File: src/rtl/uart_pixel_packer.sv
// uart_pixel_packer
//
// Write-side feeder for the SDRAM facade. Bytes from the UART receiver are
// packed little-endian into PixelBitWidth-wide pixels and queued in a small
// synchronous FIFO. A three-state drain machine (IDLE -> ISSUE -> GAP) hands
// pixels one at a time to the facade, honouring its write-busy flag. Delivered
// pixels are counted per frame to produce an end-of-frame pulse, and a sticky
// flag records any pixel dropped because the FIFO was full.
//
// Optional build macro:
//   PACKER_TIMEOUT_EN - discard a partially assembled pixel after
//                       TimeoutCycles idle cycles. Without it a partial pixel
//                       waits indefinitely.
//
// Ports:
//   CLK           in   system clock
//   RST           in   asynchronous active-low reset
//   i_byte        in   received UART byte
//   i_byte_valid  in   i_byte valid for this cycle only
//   i_busy_wr     in   facade write side busy
//   o_pixel       out  pixel to the facade (held while o_ready=0)
//   o_ready       out  one-cycle pulse marking o_pixel valid
//   o_fill        out  current FIFO occupancy
//   o_overflow    out  sticky: a pixel was dropped on a full FIFO
//   o_frame_done  out  one-cycle pulse with the last pixel of a frame

module uart_pixel_packer #(
    parameter int FrameWidth    = 640,
    parameter int FrameHeight   = 480,
    parameter int PixelBitWidth = 16,
    parameter int FifoDepth     = 16,
    parameter int TimeoutCycles = 1024
) (
    input  logic                           CLK,
    input  logic                           RST,
    input  logic [7:0]                     i_byte,
    input  logic                           i_byte_valid,
    input  logic                           i_busy_wr,
    output logic [PixelBitWidth-1:0]       o_pixel,
    output logic                           o_ready,
    output logic [$clog2(FifoDepth+1)-1:0] o_fill,
    output logic                           o_overflow,
    output logic                           o_frame_done
);

    localparam int BPP       = PixelBitWidth / 8;
    localparam int IDX_W     = (BPP > 1) ? $clog2(BPP) : 1;
    localparam int PTR_W     = $clog2(FifoDepth);
    localparam int FILL_W    = $clog2(FifoDepth + 1);
    localparam int FRAME_PIX = FrameWidth * FrameHeight;
    localparam int FC_W      = (FRAME_PIX > 1) ? $clog2(FRAME_PIX) : 1;

    // Elaboration-time guard on parameter legality.
    if ((PixelBitWidth % 8) != 0 || PixelBitWidth < 8 || FifoDepth < 2 ||
        (FifoDepth & (FifoDepth - 1)) != 0 || TimeoutCycles < 1 || FRAME_PIX < 1) begin : g_param_check
        $error("uart_pixel_packer: illegal parameter combination");
    end

    typedef enum logic [1:0] {
        S_IDLE  = 2'd0,
        S_ISSUE = 2'd1,
        S_GAP   = 2'd2
    } state_t;

    state_t                     state_q, state_d;
    logic [IDX_W-1:0]           idx_q, idx_d;
    logic [PixelBitWidth-1:0]   asm_q, asm_d;
    logic [PTR_W-1:0]           wr_ptr_q, wr_ptr_d;
    logic [PTR_W-1:0]           rd_ptr_q, rd_ptr_d;
    logic [FILL_W-1:0]          fill_q, fill_d;
    logic [FC_W-1:0]            frame_cnt_q, frame_cnt_d;
    logic [PixelBitWidth-1:0]   pixel_q, pixel_d;
    logic                       ready_q, ready_d;
    logic                       overflow_q, overflow_d;
    logic                       frame_done_q, frame_done_d;
    logic [PixelBitWidth-1:0]   mem_q [FifoDepth];

    logic                       last_byte;
    logic                       pop;
    logic                       push;
    logic                       fifo_full;
    logic                       frame_last;

`ifdef PACKER_TIMEOUT_EN
    localparam int TO_W = $clog2(TimeoutCycles + 1);
    logic [TO_W-1:0]            to_cnt_q, to_cnt_d;
`endif

    always_comb begin
        state_d      = state_q;
        idx_d        = idx_q;
        asm_d        = asm_q;
        wr_ptr_d     = wr_ptr_q;
        rd_ptr_d     = rd_ptr_q;
        fill_d       = fill_q;
        frame_cnt_d  = frame_cnt_q;
        pixel_d      = pixel_q;
        ready_d      = 1'b0;
        frame_done_d = 1'b0;
        overflow_d   = overflow_q;

        // Byte assembly: byte index selects the destination lane, low byte first.
        last_byte = i_byte_valid && (idx_q == IDX_W'(BPP - 1));
        if (i_byte_valid) begin
            for (int b = 0; b < BPP; b++) begin
                if (idx_q == IDX_W'(b)) begin
                    asm_d[b*8 +: 8] = i_byte;
                end
            end
            idx_d = last_byte ? '0 : idx_q + IDX_W'(1);
        end

`ifdef PACKER_TIMEOUT_EN
        // Counter only runs while a pixel is partially assembled and the line
        // is quiet; on expiry the lane index restarts at the low byte.
        to_cnt_d = '0;
        if (idx_q != '0 && !i_byte_valid) begin
            if (to_cnt_q == TO_W'(TimeoutCycles - 1)) begin
                idx_d = '0;
            end else begin
                to_cnt_d = to_cnt_q + TO_W'(1);
            end
        end
`endif

        // A pop on the same edge frees the slot, so a push into a full FIFO
        // is accepted in that case.
        fifo_full = (fill_q == FILL_W'(FifoDepth));
        pop       = (state_q == S_IDLE) && (fill_q != '0) && !i_busy_wr;
        push      = last_byte && (!fifo_full || pop);

        if (last_byte && !push) begin
            overflow_d = 1'b1;
        end
        if (push) begin
            wr_ptr_d = wr_ptr_q + PTR_W'(1);
        end
        if (pop) begin
            rd_ptr_d = rd_ptr_q + PTR_W'(1);
        end
        if (push && !pop) begin
            fill_d = fill_q + FILL_W'(1);
        end else if (pop && !push) begin
            fill_d = fill_q - FILL_W'(1);
        end

        frame_last = (frame_cnt_q == FC_W'(FRAME_PIX - 1));

        case (state_q)
            S_IDLE: begin
                if (pop) begin
                    state_d      = S_ISSUE;
                    pixel_d      = mem_q[rd_ptr_q];
                    ready_d      = 1'b1;
                    frame_done_d = frame_last;
                    frame_cnt_d  = frame_last ? '0 : frame_cnt_q + FC_W'(1);
                end
            end
            S_ISSUE: begin
                state_d = S_GAP;
            end
            // Quiet cycle so the facade's busy flag is current before the
            // next IDLE decision.
            S_GAP: begin
                state_d = S_IDLE;
            end
            default: begin
                state_d = S_IDLE;
            end
        endcase
    end

    always_ff @(posedge CLK or negedge RST) begin
        if (!RST) begin
            state_q      <= S_IDLE;
            idx_q        <= '0;
            wr_ptr_q     <= '0;
            rd_ptr_q     <= '0;
            fill_q       <= '0;
            frame_cnt_q  <= '0;
            pixel_q      <= '0;
            ready_q      <= 1'b0;
            overflow_q   <= 1'b0;
            frame_done_q <= 1'b0;
`ifdef PACKER_TIMEOUT_EN
            to_cnt_q     <= '0;
`endif
        end else begin
            state_q      <= state_d;
            idx_q        <= idx_d;
            wr_ptr_q     <= wr_ptr_d;
            rd_ptr_q     <= rd_ptr_d;
            fill_q       <= fill_d;
            frame_cnt_q  <= frame_cnt_d;
            pixel_q      <= pixel_d;
            ready_q      <= ready_d;
            overflow_q   <= overflow_d;
            frame_done_q <= frame_done_d;
`ifdef PACKER_TIMEOUT_EN
            to_cnt_q     <= to_cnt_d;
`endif
        end
    end

    // Datapath storage carries no reset; validity is tracked by the
    // byte index and FIFO pointers.
    always_ff @(posedge CLK) begin
        asm_q <= asm_d;
        if (push) begin
            mem_q[wr_ptr_q] <= asm_d;
        end
    end

    assign o_pixel      = pixel_q;
    assign o_ready      = ready_q;
    assign o_fill       = fill_q;
    assign o_overflow   = overflow_q;
    assign o_frame_done = frame_done_q;

endmodule
File: config.mk
export PLATFORM = sky130hd
export DESIGN_NAME = uart_pixel_packer
export DESIGN_NICKNAME = d
export VERILOG_FILES = /design/src/rtl/uart_pixel_packer.sv
export SDC_FILE = /design/constraint.sdc
export NUM_CORES = 1
export LEC_CHECK = 0
export ABC_AREA = 0
export BUFFER_PORTS_ARGS = -buffer_cell sky130_fd_sc_hd__buf_2
export CAP_MARGIN = 30
export CELL_PAD_IN_SITES_DETAIL_PLACEMENT = 0
export CELL_PAD_IN_SITES_GLOBAL_PLACEMENT = 1
export CORE_ASPECT_RATIO = 1.2
export CORE_MARGIN = 4
export CORE_UTILIZATION = 52
export CTS_BUF_LIST = sky130_fd_sc_hd__clkbuf_2
export DETAILED_ROUTE_END_ITERATION = 6
export GPL_TIMING_DRIVEN = 0
export PLACE_DENSITY = 0.88
export SLEW_MARGIN = 20
export SYNTH_ARGS = -nofsm -noshare
export SYNTH_HDL_FRONTEND = slang
export SYNTH_SLANG_ARGS = --single-unit
File: constraint.sdc
create_clock -name CLK -period 4.42 [get_ports CLK]
set_clock_uncertainty 0.2 [all_clocks]
set_input_delay 0.442 -clock CLK [delete_from_list [all_inputs] [get_ports CLK]]
set_output_delay 0.442 -clock CLK [all_outputs]
set_load 0.02 [all_outputs]
After elaboration in Yosys (flattened, before gate mapping). Memory sizes are Yosys's and may differ from the RTL's. A register that Yosys moved wholly into a read port is not among the register bits. Cells that the tools add are included.

Add/sub/neg operators: 6. Equal/unequal tests: 4. Multiplexer cells: 15. Reductions and logical operators: 17.

Operators by type and width (number): adder 19 x 1 -> 19 bit, second input constant (1); equality test 19 bit, second input constant (1); 2-to-1 mux 19 bit (1); 2-to-1 mux 16 bit (1); 2-to-1 mux 8 bit (2); 2-to-1 mux 5 bit (2); adder 4 x 1 -> 4 bit, second input constant (2); logical AND 1 bit (7); 2-to-1 mux 1 bit (7); adder 5 x 1 -> 5 bit, second input constant (1); equality test 5 bit, second input constant (1); zero test 1 bit (5); nonzero test 5 bit (1); subtractor 5 x 1 -> 5 bit, second input constant (1); case mux 2 bit (2 select lines) (1); equality test 2 x 1 -> 1 bit, second input constant (1); zero test 2 bit (1); 2-to-1 mux 2 bit (1); != test 2 bit, second input constant (1); AND reduction 2 bit (1); nonzero test 2 bit (1); adder 1 bit, second input constant (1); logical OR 1 bit (1).

Bits in registers: 54. Bits in writable memories: 256. Bits of input ports: 12. Output and inout port bits: 24. Logic and storage cells: 53. Memories kept: 1.

Memories: mem_q (words 16, width 16, read ports 1, clocked after memory_dff 1, wr ports 1, RTL line 76) `logic [PixelBitWidth-1:0] mem_q [FifoDepth];`.

Logic depth before layout (Yosys ltp). Gate-level depths: netlist of run 1.

Depth after elaboration: 9. Mapped depth: 13. Gate-level depth less buffers: 11.

Worst setup path before layout of run 1. Ideal clock, no wire load.

Kind: register -> register. Start point: register fill_q[0] (netlist: o_fill[0]). End point: register fill_q[4] (netlist: o_fill[4]). Setup time: 0.137 ns. Arrival time: 2.891 ns. Path slack: 1.192 ns. Cell stages (with the launch flop): 14. Clock period less this slack: 3.228 ns. Path through: dfrtp_1 or4_4 o21a_4 clkinv_2 buf_8 buf_8 ha_1 inv_1 fa_1 a21o_1 a21oi_1 xnor2_1 nor2_1 xor2_1.

Word-level cells in the longest chain between the ends: 8. Elaborated cells between the ends (all ways): 16. Those cells by class: add/sub (2); eq/ne (1); mux (2); reduce/logical (11).

Ends and longest elaborated chain: start, declared (RTL line 70) `logic [FILL_W-1:0] fill_q, fill_d;`; start signal, assigned (RTL line 193) `fill_q <= fill_d;`; parallel branches: the longest is 8 deep, another holds subtractor 5 x 1 -> 5 bit.

Several ways; the timed one is not identified. The select of a mux whose other input is x is not followed. A chain may end at the register's enable or synchronous reset.

Worst setup path in the final report of run 1. Same ends and word-level chain as after synthesis.

==> flow_metrics.env, run 1 <==
export IMPL_outcome="complete, no violations"
export IMPL_hp_class="in -> reg"
export IMPL_ys_flop_type="edfxtp_1"
export IMPL_htree_levels=3
export IMPL_clock_sinks=326
export IMPL_synthXorXnorAreaFrac_pct=1.29
export IMPL_finalCritPeriodShare_pct=79.1
export IMPL_routed_wl_um=27000
export IMPL_cts_root_buffer="clkbuf_2"
export IMPL_rsz0062_at_grt="no"
export IMPL_clk_latency_ns=0.83
export IMPL_syn_nets=718
export IMPL_crit_chain="or4_4 -> o21a_4 -> clkinv_2 -> buf_8 -> buf_8 -> ha_1 -> inv_1 -> fa_1 -> a21o_1 -> a21oi_1 -> xnor2_1 -> nor2_1 -> xor2_1"
export IMPL_dieArea_um2=27500
export IMPL_met1_length_um=10400
export IMPL_synth_area_leaders="edfxtp_1 59%, dfrtp_1 10%, mux4_2 8.5%, mux4_1 3.0%, mux2_2 2.9%"
export IMPL_clkSlewWorstSetupHoldPaths_ns=0.10
export IMPL_vias_per_cell=5.67
export IMPL_p_total_mw=9.48
export IMPL_coreArea_um2=24600
export IMPL_synth_area_leader_cell="edfxtp_1"
export IMPL_dp_hpwl_um=17300
export IMPL_crit_arrival_ns=3.97
export IMPL_setup_viol=0
export IMPL_io_buffers=35
export IMPL_grt_antenna_before_repair=1
export IMPL_synth_compound_area_share_pct=2.74
export IMPL_gp_congestion=0.774
export IMPL_ioPinCount=36
export IMPL_yosysSeqAreaShare_pct=72.3
export IMPL_ant_nets=0
export IMPL_initial_core_util_pct=52.6
export IMPL_postSynthAreaPerCell_um2=18.6
export IMPL_fin_nets=850
export IMPL_maxUsedRoutingLayer="met4"
export IMPL_synth_top_family_by_area="multiplexers"
export IMPL_required_ns=4.90
export IMPL_cts_setup_buffers=0
export IMPL_fin_util_pct=59.3
export IMPL_track_usage_pct=20.1
export IMPL_synthSimpleGateAreaFrac_pct=4.93
export IMPL_relSlewSlack_pct=33.9
export IMPL_clockBufferDepth=3
export IMPL_drtIter0Drc=635
export IMPL_finalHoldViolCount=0
export IMPL_cp_common_cell="buf_8"
export IMPL_num_vias=6885
export IMPL_critPathMaxFanout=10
export IMPL_layout_drive_gt1_share_pct=31.8
export IMPL_synthMostInstantiatedCell="edfxtp_1"
export IMPL_criticalPathCategory="reg -> reg"
export IMPL_synth_common_cells="256 x edfxtp_1, 55 x nand2_1, 54 x dfrtp_1, 49 x mux4_2, 33 x mux2_2"
export IMPL_synth_edf_count=256
export IMPL_yosysUniqueCellTypes=53
export IMPL_die_x_um=152
export IMPL_synth_warnings=0
export IMPL_worst_pin_slew_ns=0.992
export IMPL_placementRows=63
export IMPL_met2_length_um=14200
export IMPL_die_y_um=181
export IMPL_drv_cap=0
export IMPL_fin_tns_setup_ns=0
export IMPL_netlist_instances=695
export IMPL_numCtsBuffers=74
export IMPL_fmaxAchievable_mhz=286
export IMPL_grt_pass1_vias=7261
export IMPL_period_needed_ns=3.50
export IMPL_grt_overflow=0
export IMPL_synth_mux_area_share_pct=15.7
export IMPL_hold_buffers=13
export IMPL_cts_resized=0
export IMPL_grt_pass1_wl_um=41900
export IMPL_met3_wirelength_um=1830
export IMPL_syn_to_final_growth_pct=12.7
export IMPL_hold_ws_ns=0.158
export IMPL_drc=0
export IMPL_netlist_area_um2=12900
export IMPL_ir_worst_vdd_mv=0.321
export IMPL_final_max_slew_viol_count=0
export IMPL_synth_seq_cells=326
export IMPL_synthArstFlopShare_pct=16.6
export IMPL_fin_area_um2=14600
export IMPL_power_density_nw_per_um2=650
export IMPL_startpoint_type="flop"
export IMPL_yosys_area_top_type_share_pct=59.4
export IMPL_leakage_nw=5.26
export IMPL_cp_end_kind="flop"
export IMPL_cts_tree="built"
export IMPL_slowest_delay_ns=0.58
export IMPL_cpMaxStageDelayCell="or4_4"
export IMPL_grt_max_degree=47
export IMPL_placedInstanceArea_um2=13600
export IMPL_dr_pass1_iters=6
export IMPL_wl_per_cell_um=22.2
export IMPL_synth_adder_area_share_pct=1.12
[cell type report]
| type | instances | area [µm²] |
|---|---|---|
| diodes | 1 | 2.50 |
| plain buffers | 30 | 206 |
| clock buffers | 108 | 541 |
| clock inverters | 30 | 253 |
| fillers | 1821 | 10000 |
| inverters | 11 | 42.5 |
| multi-input cells | 328 | 3340 |
| flip-flops and latches | 326 | 9360 |
| well taps | 325 | 407 |
| repair buffers | 56 | 427 |
[kinds of logic after synthesis]
kind of cell               after synthesis
adders and majority gates               11
and+or+nand+nor                        123
DFF                                    326
buffers and inverters                   41
AOI/OAI and AO/OA                       62
muxes                                  113
xor gates and xnor gates                19
[routing by layer]
layer,global-route usage [%],vias to the layer above
met2,34.9,287
met4,7.16,0
li1,-,3042
met5,0,-
met1,25.2,3508
met3,4.14,48
[cell usage in the layout (no fill, tap or decap), drive strengths merged, types with 12 or more instances in the layout]
cell	instances
xnor2	13
mux4	64
edfxtp	256
dfxtp	16
dfrtp	54
dlygate4sd3	12
nand3	13
o21ai	44
nor2	13
buf	67
nand2	55
mux2	33
clkbuf	115
clkinv	24
mux2i	16
and2	13
[worst max-delay path, delay by kind of cell, from the launching register on]
kind,cells,cell delay [ns]
and+or+nand+nor,2,0.65
AOI/OAI and AO/OA,3,0.62
adders and majority gates,2,0.61
buffers and inverters,4,0.53
DFF,1,0.47
xor gates and xnor gates,2,0.29
[where the power goes]
group	total (mW)	switching [mW]	internal (mW)
clock	2.09	1.14	0.951
combinational	3.05	1.80	1.25
sequential	4.33	0.216	4.11
[worst paths after layout]
kind | startpoint | slack [ns] | cells after the start | to
max | o_fill[0] | 0.92 | 13 | o_fill[4]
min | i_byte_valid | 0.16 | 3 | idx_q
max reg2reg | o_fill[0] | 0.92 | 13 | o_fill[4]
min reg2reg | state_q[1] | 0.26 | 1 | state_q[1]
max in group asynchronous | RST | 3.20 | 4 | frame_cnt_q[10]
min in group asynchronous | RST | 0.36 | 3 | state_q[0]
[per-stage QoR]
stage	instances	worst slack, ns
6_report	1215	0.924
4_1_cts	1210	0.900
3_5_place_dp	1059	0.928
2_1_floorplan	695	1.19
5_1_grt	1215	0.741
3_3_place_gp	1055	0.756
[sequential cells by signal, indices dropped and copies added, names as in the netlist]
name / flops
o_overflow: 1
rd_ptr_q: 4
o_pixel: 16
state_q: 2
o_ready: 1
asm_q: 16
o_fill: 5
idx_q: 1
o_frame_done: 1
wr_ptr_q: 4
frame_cnt_q: 19
mem_q: 256
Power figures use the tool's default switching activity.
==> inputs of run 2 (changes only) <==
==> constraint.sdc (replaced) <==
create_clock -name CLK -period 3.6 [get_ports CLK]
set_clock_uncertainty 0.2 [all_clocks]
set_input_delay 0.36 -clock CLK [delete_from_list [all_inputs] [get_ports CLK]]
set_output_delay 0.36 -clock CLK [all_outputs]
set_load 0.02 [all_outputs]
==> flow_metrics.env, run 2 (synthesis gave the netlist of run 1 again) <==
export IMPL_fin_tns_setup_ns=0
export IMPL_leakage_nw=5.27
export IMPL_io_buffers=35
export IMPL_critPathMaxFanout=10
export IMPL_filler_cell_count=1818
export IMPL_wl_per_cell_um=22.2
export IMPL_drv_cap=0
export IMPL_drtIter0Drc=592
export IMPL_fin_nets=851
export IMPL_final_common_cell="edfxtp_1"
export IMPL_hp_class="in -> reg"
export IMPL_die_x_um=152
export IMPL_clock_sinks=326
export IMPL_layout_drive_gt1_share_pct=32.1
export IMPL_period_needed_ns=3.43
export IMPL_cts_tree="built"
export IMPL_initial_core_util_pct=52.6
export IMPL_clock_power_share_pct=22.1
export IMPL_fin_area_um2=14600
export IMPL_ant_nets=0
export IMPL_mostFrequentLayoutCells="256 x edfxtp_1, 109 x clkbuf_2, 55 x nand2_1"
export IMPL_rsz0062_at_grt="no"
export IMPL_p_total_mw=11.7
export IMPL_swShare_pct=33.4
export IMPL_pwr_share_comb_pct=32.3
export IMPL_coreArea_um2=24600
export IMPL_p_int_mw=7.76
export IMPL_num_vias=6954
export IMPL_final_cells=1216
export IMPL_outcome="complete, no violations"
export IMPL_largest_register_ffs=256
export IMPL_rr_worst_depth=13
export IMPL_grt_antenna_before_repair=1
export IMPL_grt_max_degree=55
export IMPL_cp_end_kind="flop"
export IMPL_placed_cells=1059
export IMPL_required_ns=4.08
export IMPL_grt_pass1_wl_um=41800
export IMPL_startpoint_type="flop"
export IMPL_min_to="state_q[0]"
export IMPL_seqCellArea_um2=9360
export IMPL_power_density_nw_per_um2=798
export IMPL_dp_hpwl_um=17300
export IMPL_reg2reg_to="o_fill[4]"
export IMPL_hold_depth=4
export IMPL_multi_input_comb_area_um2=3350
export IMPL_dr_pass1_iters=5
export IMPL_numCtsBuffers=74
export IMPL_seqPwrFrac_pct=45.6
export IMPL_placementRows=63
export IMPL_gp_congestion=0.774
export IMPL_finalCritPeriodShare_pct=95.3
export IMPL_relSlewSlack_pct=34.9
export IMPL_regMostFlops="mem_q"
export IMPL_clockBufferDepth=3
export IMPL_fmaxAchievable_mhz=291
export IMPL_grt_pass1_vias=7260
export IMPL_syn_to_final_growth_pct=12.8
export IMPL_min_from="i_busy_wr"
export IMPL_clkSlewWorstSetupHoldPaths_ns=0.09
export IMPL_crit_arrival_ns=3.92
export IMPL_setup_viol=0
export IMPL_finalHoldViolCount=0
export IMPL_htree_levels=3
export IMPL_routed_wl_um=27000
export IMPL_ir_worst_vdd_mv=0.395
export IMPL_dieArea_um2=27500
export IMPL_criticalPathCategory="reg -> reg"
export IMPL_die_y_um=181
export IMPL_worst_pin_slew_ns=0.976
export IMPL_reg2reg_slack_ns=0.17
export IMPL_final_max_slew_viol_count=0
export IMPL_p_sw_mw=3.89
export IMPL_ioPinCount=36
export IMPL_reg_top3="mem_q: 256 flops, frame_cnt_q: 19 flops"
export IMPL_placedInstanceArea_um2=13600
export IMPL_vias_per_cell=5.72
export IMPL_cts_root_buffer="clkbuf_2"
export IMPL_reg2reg_from="o_fill[0]"
export IMPL_grt_overflow=0
export IMPL_track_usage_pct=20.0
export IMPL_drc=0
export IMPL_clk_latency_ns=0.85
-- run 2: per-layer routing --
metal | part of all wire, % | global-route usage, % | vias up
met5 | 0 | 0 | -
met4 | 1.9 | 7.16 | 0
met3 | 7.2 | 4.14 | 48
met2 | 53 | 34.9 | 315
met1 | 38 | 25.1 | 3546
li1 | - | - | 3045
-- run 2: metrics by stage --
step                hold WS [ns]  setup slack, ns  util (%)
floorplan                 -0.136            0.372         -
global placement           0.234           0.0185      55.0
detailed placement         0.248            0.117      55.2
CTS                        0.122           0.0801      59.1
global route               0.132           0.0137      59.4
finish                     0.186            0.168      59.4
-- run 2: worst max-delay path by stage --
| stage | end | depth (start not counted) | startpoint |
|---|---|---|---|
| floorplan | o_fill[4] | 13 | o_fill[0] |
| detailed placement | o_fill[4] | 13 | o_fill[0] |
| global placement | mem_q[11][10] | 5 | i_byte_valid |
| global route | o_fill[4] | 13 | o_fill[0] |
| CTS | o_fill[4] | 13 | o_fill[0] |
| finish | o_fill[4] | 13 | o_fill[0] |
-- run 2: worst max-delay path: stages (launching register included) --
cell	delay [ns]
dfrtp_2	0.47
or4_4	0.56
o21a_4	0.25
clkinv_2	0.12
buf_8	0.15
buf_8	0.15
ha_1	0.19
inv_1	0.11
fa_1	0.42
a21o_1	0.19
a21oi_2	0.15
xnor2_1	0.13
nor2_1	0.07
xor2_1	0.15
-- run 2: final cells by class --
cell class | count | share of cell area [%]
sequential | 326 | 64.1
clock buffer | 108 | 3.70
inverter | 11 | 0.291
tap | 325 | 2.79
clock inverter | 30 | 1.73
antenna | 1 | 0.0171
timing repair buffer | 57 | 2.99
buffer | 30 | 1.41
multi-input combinational | 328 | 22.9
-- run 2: repair_timing --
action | CTS | global route
resized for setup | 0 | 3
setup endpoints to repair | 0 | 1
hold buffers | 14 | 0
buffers inserted | 0 | 0
hold endpoints to repair | 352 | 0
-- run 2: power by group through the flow --
stage / clock network, mW / registers, mW / logic, mW
6_report: 2.57 / 5.32 / 3.77
3_5_place_dp: 0 / 5.40 / 3.74
2_1_floorplan: 0 / 5.47 / 2.48
3_3_place_gp: 0 / 5.35 / 3.55
4_1_cts: 2.61 / 5.32 / 3.78
5_1_grt: 2.84 / 5.37 / 4.09
==> inputs of run 3 (changes only) <==
--- a/config.mk
+++ b/config.mk
@@ -13,7 +13,6 @@
 export CORE_ASPECT_RATIO = 1.2
 export CORE_MARGIN = 4
 export CORE_UTILIZATION = 52
-export CTS_BUF_LIST = sky130_fd_sc_hd__clkbuf_2
 export DETAILED_ROUTE_END_ITERATION = 6
 export GPL_TIMING_DRIVEN = 0
 export PLACE_DENSITY = 0.88
==> constraint.sdc (replaced) <==
create_clock -name CLK -period 3.9 [get_ports CLK]
set_clock_uncertainty 0.2 [all_clocks]
set_input_delay 0.39 -clock CLK [delete_from_list [all_inputs] [get_ports CLK]]
set_output_delay 0.39 -clock CLK [all_outputs]
set_load 0.02 [all_outputs]
==> flow_metrics.env, run 3 (synthesis gave the netlist of run 1 again) <==
export IMPL_num_vias=6693
export IMPL_track_usage_pct=19.9
export IMPL_grt_overflow=0
export IMPL_drc=0
export IMPL_mostFrequentLayoutCells="256 x edfxtp_1, 55 x nand2_1, 54 x dfrtp_1"
export IMPL_hold_buffers=3
export IMPL_finalHoldViolCount=0
export IMPL_hp_class="in -> reg"
export IMPL_initial_core_util_pct=52.6
export IMPL_coreArea_um2=24600
export IMPL_worst_pin_slew_ns=0.986
export IMPL_seqPwrFrac_pct=42.7
export IMPL_p_sw_mw=3.54
export IMPL_power_density_nw_per_um2=782
export IMPL_fin_util_pct=59.9
export IMPL_ant_nets=0
export IMPL_filler_cell_count=1751
export IMPL_dr_pass1_iters=5
export IMPL_antenna_cells=0
export IMPL_numCtsBuffers=31
export IMPL_dieArea_um2=27500
export IMPL_clockBufferDepth=3
export IMPL_gp_congestion=0.774
export IMPL_placementRows=63
export IMPL_setup_worst_path_start="o_fill[0]"
export IMPL_drv_cap=0
export IMPL_setup_viol=0
export IMPL_routed_wl_um=27300
export IMPL_largest_register_ffs=256
export IMPL_criticalPathCategory="reg -> reg"
export IMPL_fin_tns_setup_ns=0
export IMPL_reg2reg_slack_ns=0.41
export IMPL_htree_levels=1
export IMPL_reg_top3="mem_q: 256 flops, frame_cnt_q: 19 flops"
export IMPL_dp_hpwl_um=17300
export IMPL_grt_antenna_before_repair=0
export IMPL_multi_input_comb_area_um2=3340
export IMPL_vias_per_cell=5.96
export IMPL_fin_nets=796
export IMPL_final_common_cell="edfxtp_1"
export IMPL_layout_drive_gt1_share_pct=26.1
export IMPL_required_ns=4.12
export IMPL_clkSlewWorstSetupHoldPaths_ns=0.06
export IMPL_fmaxAchievable_mhz=286
export IMPL_grt_pass1_vias=6998
export IMPL_clock_power_share_pct=27.2
export IMPL_seqCellArea_um2=9360
export IMPL_critPathMaxFanout=10
export IMPL_ir_worst_vdd_mv=0.422
export IMPL_rr_worst_depth=13
export IMPL_reg2reg_from="o_fill[0]"
export IMPL_crit_arrival_ns=3.72
export IMPL_ioPinCount=36
export IMPL_clock_sinks=326
export IMPL_regMostFlops="mem_q"
export IMPL_cts_resized=0
export IMPL_cts_root_buffer="clkbuf_16"
export IMPL_die_x_um=152
export IMPL_pwr_share_comb_pct=30.1
export IMPL_final_cells=1123
export IMPL_cp_end_kind="flop"
export IMPL_cts_setup_buffers=0
export IMPL_crit_end="o_fill[4]"
export IMPL_final_max_slew_viol_count=0
export IMPL_cts_tree="built"
export IMPL_relSlewSlack_pct=34.3
export IMPL_syn_to_final_growth_pct=13.8
export IMPL_rsz0062_at_grt="no"
export IMPL_wl_per_cell_um=24.3
export IMPL_reg2reg_to="o_fill[4]"
export IMPL_grt_max_degree=55
export IMPL_leakage_nw=5.16
export IMPL_die_y_um=181
export IMPL_outcome="complete, no violations"
export IMPL_finalCritPeriodShare_pct=89.6
export IMPL_grt_pass1_wl_um=42000
export IMPL_swShare_pct=30.7
export IMPL_drtIter0Drc=619
export IMPL_clk_latency_ns=0.55
export IMPL_startpoint_type="flop"
export IMPL_io_buffers=35
export IMPL_placed_cells=1059
export IMPL_period_needed_ns=3.49
export IMPL_p_int_mw=7.98
## run 3: cell count changes in the layout (fill, tap and decap cells not counted), moves of 2 or more
cell | previous run | this run
clkinv_1 | 22 | 2
clkbuf_8 | 0 | 3
clkbuf_2 | 109 | 1
dfrtp_2 | 2 | 0
clkbuf_1 | 6 | 19
clkbuf_16 | 0 | 32
dfrtp_1 | 52 | 54
dlygate4sd3_1 | 13 | 3
## run 3: final cells by class
class	count	area share [%]
sequential	326	63.6
multi-input combinational	328	22.7
clock buffer	48	6.05
tap	325	2.76
timing repair buffer	45	2.02
buffer	30	1.40
clock inverter	10	1.22
inverter	11	0.289
## run 3: worst max-delay path: stages (launching register included)
cell and delay [ns]:
dfrtp_1 0.46, or4_4 0.58, o21a_4 0.25, clkinv_2 0.12, buf_8 0.15, buf_8 0.15, ha_1 0.19, inv_1 0.11
fa_1 0.43, a21o_1 0.18, a21oi_1 0.20, xnor2_1 0.14, nor2_1 0.07, xor2_1 0.15
## run 3: metrics by stage
step           hold WS, ns  worst slack (ns)  cell area (µm²)  power, mW
2_1_floorplan       -0.106             0.672            12900       7.34
3_3_place_gp         0.234             0.288            13500       8.21
3_5_place_dp         0.248             0.417            13600       8.44
4_1_cts              0.141             0.397            14700       11.6
5_1_grt              0.173             0.231            14700       12.1
6_report             0.156             0.405            14700       11.5
## run 3: metal layers
| metal | track usage (%) | share of wire, % |
|---|---|---|
| met3 | 2.40 | 5.6 |
| met1 | 26.1 | 39 |
| met2 | 35.3 | 53 |
| met4 | 5.61 | 2.5 |
| met5 | 0 | 0 |
## run 3: worst min path at each step
stage | start | endpoint | slack [ns] | depth (start not counted)
floorplan | RST | frame_cnt_q[0] | -0.11 | 0
finish | i_byte[7] | asm_q[15] | 0.16 | 2
CTS | i_byte[6] | asm_q[6] | 0.14 | 2
detailed placement | state_q[1] | state_q[1] | 0.25 | 1
global placement | state_q[1] | state_q[1] | 0.23 | 1
global route | i_byte[3] | asm_q[11] | 0.17 | 2
## run 3: power by group through the flow
stage | combinational, mW | sequential (mW) | clock, mW
final | 3.47 | 4.92 | 3.13
after CTS | 3.48 | 4.92 | 3.15
after global routing | 3.77 | 4.97 | 3.33
after floorplan | 2.29 | 5.05 | 0
after global placement | 3.27 | 4.94 | 0
after detailed placement | 3.45 | 4.98 | 0
